File: src/rtl/ripple_carry_adder_nbit.sv
// N-bit unsigned ripple-carry adder with registered sum/carry (one clock latency).
// Optional RCA_OVF_EN adds a registered two's-complement overflow flag (ovf).

module rca_full_adder (
    input  logic a,
    input  logic b,
    input  logic ci,
    output logic s,
    output logic co
);
    assign s  = a ^ b ^ ci;
    assign co = (a & b) | (ci & (a ^ b));
endmodule

module ripple_carry_adder_nbit #(
    parameter int N = 4
) (
    input  logic         clk,
    input  logic         rst_n,
    input  logic [N-1:0] A,
    input  logic [N-1:0] B,
`ifdef RCA_OVF_EN
    output logic         ovf,
`endif
    output logic [N-1:0] sum,
    output logic         cout
);

    logic [N:0]   c_p0;
    logic [N-1:0] s_p0;
    logic [N-1:0] sum_p1;
    logic         cout_p1;

    assign c_p0[0] = 1'b0;

    // Stage p0: carry ripples LSB to MSB through one cell per bit
    for (genvar i = 0; i < N; i++) begin : g_cell
        rca_full_adder u_fa (
            .a  (A[i]),
            .b  (B[i]),
            .ci (c_p0[i]),
            .s  (s_p0[i]),
            .co (c_p0[i+1])
        );
    end

    // Stage p1: output registers
    always_ff @(posedge clk) begin
        if (!rst_n) begin
            sum_p1  <= '0;
            cout_p1 <= 1'b0;
        end else begin
            sum_p1  <= s_p0;
            cout_p1 <= c_p0[N];
        end
    end

`ifdef RCA_OVF_EN
    logic ovf_p1;

    always_ff @(posedge clk) begin
        if (!rst_n) begin
            ovf_p1 <= 1'b0;
        end else begin
            ovf_p1 <= c_p0[N] ^ c_p0[N-1];
        end
    end

    assign ovf = ovf_p1;
`endif

    assign sum  = sum_p1;
    assign cout = cout_p1;

endmodule

File: config.mk
export PLATFORM = sky130hd
export DESIGN_NAME = ripple_carry_adder_nbit
export DESIGN_NICKNAME = d
export VERILOG_FILES = /design/src/rtl/ripple_carry_adder_nbit.sv
export SDC_FILE = /design/constraint.sdc
export NUM_CORES = 1
export LEC_CHECK = 0
export CORE_AREA = 2 2 39 41
export DETAILED_ROUTE_END_ITERATION = 16
export DIE_AREA = 0 0 41 43
export SYNTH_ARGS = -nofsm -noshare
export SYNTH_HDL_FRONTEND = slang
export SYNTH_HIERARCHICAL = 1
export SYNTH_SLANG_ARGS = --single-unit
File: constraint.sdc
create_clock -name clk -period 5.65 [get_ports clk]
set_clock_uncertainty 0.2 [all_clocks]
set_input_delay 0.565 -clock clk [delete_from_list [all_inputs] [get_ports clk]]
set_output_delay 0.565 -clock clk [all_outputs]
set_load 0.03 [all_outputs]
After elaboration in Yosys (flattened, before gate mapping):

Index checks and enable logic that the tools add are counted.

* bitwise gates (word level): 17

Operators with widths (number)
* $and 1x1->1: 7
* $xor 1x1->1: 7
* $or 1x1->1: 3

* output and inout port bits: 5
* flip-flop bits (word level): 5

Longest topological paths before layout:

* word-level depth: 7
* gate-level depth with buffers: 5

Modules after synthesis:

The synthesis kept the hierarchy.

Modules (own cells, without submodules)
* ripple_carry_adder_nbit: cells an instance 11, instances 1, area an instance 135.1 um^2
* rca_full_adder: cells an instance 1, instances 4, area an instance 20.0 um^2

Least setup slack after synthesis:

Ideal clock, no wire load.

* path kind: in2reg
* start point: input port A[0]
* end point: register sum_p1[3] (netlist: sum[3])
* setup slack: 3.027 ns
* library setup time: 0.115 ns
* stages on the path: 5
* required time: 5.335 ns
* arrival time: 2.308 ns
* path through: fa_1 > fa_1 > fa_1 > fa_1 > and2_1

* longest elaborated chain between the ends: 6

Ends and longest elaborated chain
* start: declaration: RTL line 20 `input logic [N-1:0] A,`
* $and 1x1->1 (2 in series): RTL line 12 `assign co = (a & b) | (ci & (a ^ b));`
* $or 1x1->1: RTL line 12
* net c_p0[2]: RTL line 29 `logic [N:0] c_p0;`
* $and 1x1->1: RTL line 12
* $or 1x1->1: RTL line 12
* net c_p0[3]: RTL line 29
* $xor 1x1->1: RTL line 11 `assign s = a ^ b ^ ci;`
* net s_p0[3]: RTL line 30 `logic [N-1:0] s_p0;`
* end signal: assignment: RTL line 53 `sum_p1 <= s_p0;`
* end: declaration: RTL line 31 `logic [N-1:0] sum_p1;`

The timed path passes the listed nets, and every way through them passes these cells.
A chain may end at the register's enable or synchronous reset.

Worst setup path in the final report:

* start point: input port A[0]
* end point: register sum_p1[3] (netlist: sum[3])

* longest elaborated chain between the ends: 6

Ends and longest elaborated chain (RTL line)
* $and 1x1->1: 12
* net c_p0[1]: 29
* $and 1x1->1: 12
* $or 1x1->1: 12
* net c_p0[2]: 29
* $and 1x1->1: 12
* $or 1x1->1: 12
* net c_p0[3]: 29
* $xor 1x1->1: 11
* net s_p0[3]: 30

The timed path passes the listed nets, and every way through them passes these cells.

==> out/metrics.yaml <==
period_share_pct: 50.8
multiInputGateArea_sq_um: 115
synthTopCellsByArea: "dfxtp_1 47%, fa_1 37%, and2_1 15%"
setup_tns_ns: 0
hp-class: "input port to register"
cp_data_required_time_ns: 5.58
drcViolationCount: 0
yosysWarnings: 6
path_clk_slew_ns: 0.04
hold_buffers: 0
track_usage_pct: 5.07
peakVddDrop_mv: 0.0673
cts_setup_buffers: 0
first_pass_iters: 1
gp_congestion: 0.674
die_w_um: 41
drv_cap: 0
synth.top_cell.area_share_pct: 46.5
p_leak_nw: 0.156
cts_num_sinks: 5
end_kind: "register"
cts_max_path_buffers: 2
cts_htree_levels: 1
die_h_um: 43
tritoncts: "yes"
max_freq_mhz: 348
worst_slack_ns: 2.78
arrival_ns: 2.80
synth_area_sq_um: 215
grt_max_degree: 6
vias: 169
port_buffers: 14
power_density_nw_per_um2: 275
diodes: 0
synthCells: 15
die-area_sq_um: 1760
synth.net_count: 29
layout-drive-gt1-share_pct: 9.09
fillCellCount: 152
criticalPathCategory: "input port to register"
ant_nets: 0
outcome: "finished clean"
ys_ff_latch: 5
cts_buffers: 3
initialDrtViolationCount: 0
coreArea_sq_um: 1380
grt_first_pass_wirelength_um: 489
whs_path_depth: 2
placementRows: 14
avgSynthCellArea_sq_um: 14.3
start_util_pct: 15.6
area_delta_synth_final_pct: 86.6
seq_area_frac_synth_pct: 46.5
overflow: 0
synth_cell_types: 4
grt_setup_unrepaired: "false"
grt_pass1_vias: 151
ios: 15
setup_viol: 0
preCtsSetupSlack_ns: 2.52
postCtsResizedCells: 0
final_nets: 48
seqCellArea_sq_um: 100
cts_root_buffer: "clkbuf_4"
drt-total-wl_um: 335
start_kind: "input port"
cp_max_fo: 1
antenna_found_initial: 0
hold_viol: 0
whs_ns: 0.776
fin_crit_ns: 2.87
yosys.area.top_type: "dfxtp_1"
vias_per_cell: 3.45
drv_slew: 0
wl_per_cell_um: 6.84
## registers in the layout, indices dropped and copies added (netlist names)
name and cells:
sum 4, cout 1
## power by group
part | leakage [nW] | switching (mW) | internal (mW) | total, mW
sequential | 0.0417 | 0.000958 | 0.0395 | 0.0404
combinational | 0.0992 | 0.0141 | 0.0161 | 0.0303
clock | 0.0150 | 0.0131 | 0.0266 | 0.0397
total | 0.156 | 0.0282 | 0.0822 | 0.110
## cell type report
type / instances / share of cell area, %
multi-input cells: 10 / 28.7
flip-flops and latches: 5 / 24.9
well taps: 16 / 4.98
repair buffers: 14 / 34.9
clock buffers: 4 / 6.54
## worst paths after layout
| kind | from | endpoint | slack, ns |
|---|---|---|---|
| max | A[0] | sum[3]$_SDFF_PN0_ | 2.78 |
| min | rst_n | cout$_SDFF_PN0_ | 0.78 |
## cells by family (layout without fill, tap and decap cells)
| kind of cell | Yosys count | count (layout) | share of synthesized area, % |
|---|---|---|---|
| adders and majority gates | 4 | 4 | 37.2 |
| buffers and inverters | 0 | 18 | 0 |
| DFF | 5 | 5 | 46.5 |
| and+or+nand+nor | 5 | 5 | 14.5 |
| other | 1 | 1 | 1.74 |
## worst max-delay path, stage by stage
cell	delay, ns
clkdlybuf4s50_1	0.43
fa_1	0.44
fa_1	0.39
fa_1	0.39
fa_1	0.43
and2_1	0.16
## through the flow
step / util (%) / std cells / power [mW] / area, sq um
after floorplan: - / 15 / 0.0549 / 215
after global placement: 27.1 / 45 / 0.0716 / 375
after detailed placement: 27.1 / 45 / 0.0719 / 375
after CTS: 29.0 / 49 / 0.114 / 402
after global routing: 29.0 / 49 / 0.119 / 402
final: 29.0 / 49 / 0.110 / 402
## synth_stat cells
library cell / number
fa_1: 4
conb_1: 1
dfxtp_1: 5
and2_1: 5
## layout by cell type (no fill, tap or decap)
| master | instances |
|---|---|
| clkbuf_1 | 1 |
| dfxtp_1 | 5 |
| clkdlybuf4s50_1 | 14 |
| fa_1 | 4 |
| and2_1 | 5 |
| clkbuf_4 | 3 |
| conb_1 | 1 |
## per-layer routing
layer / routed length, um / vias up / track usage [%]
li1: - / 79 / -
met1: 140 / 75 / 4.64
met2: 124 / 15 / 5.63
met3: 70 / 0 / 4.71
met4: 0 / 0 / 6.00
met5: 0 / - / 0
No activity file was read; power rests on OpenSTA's default activity.
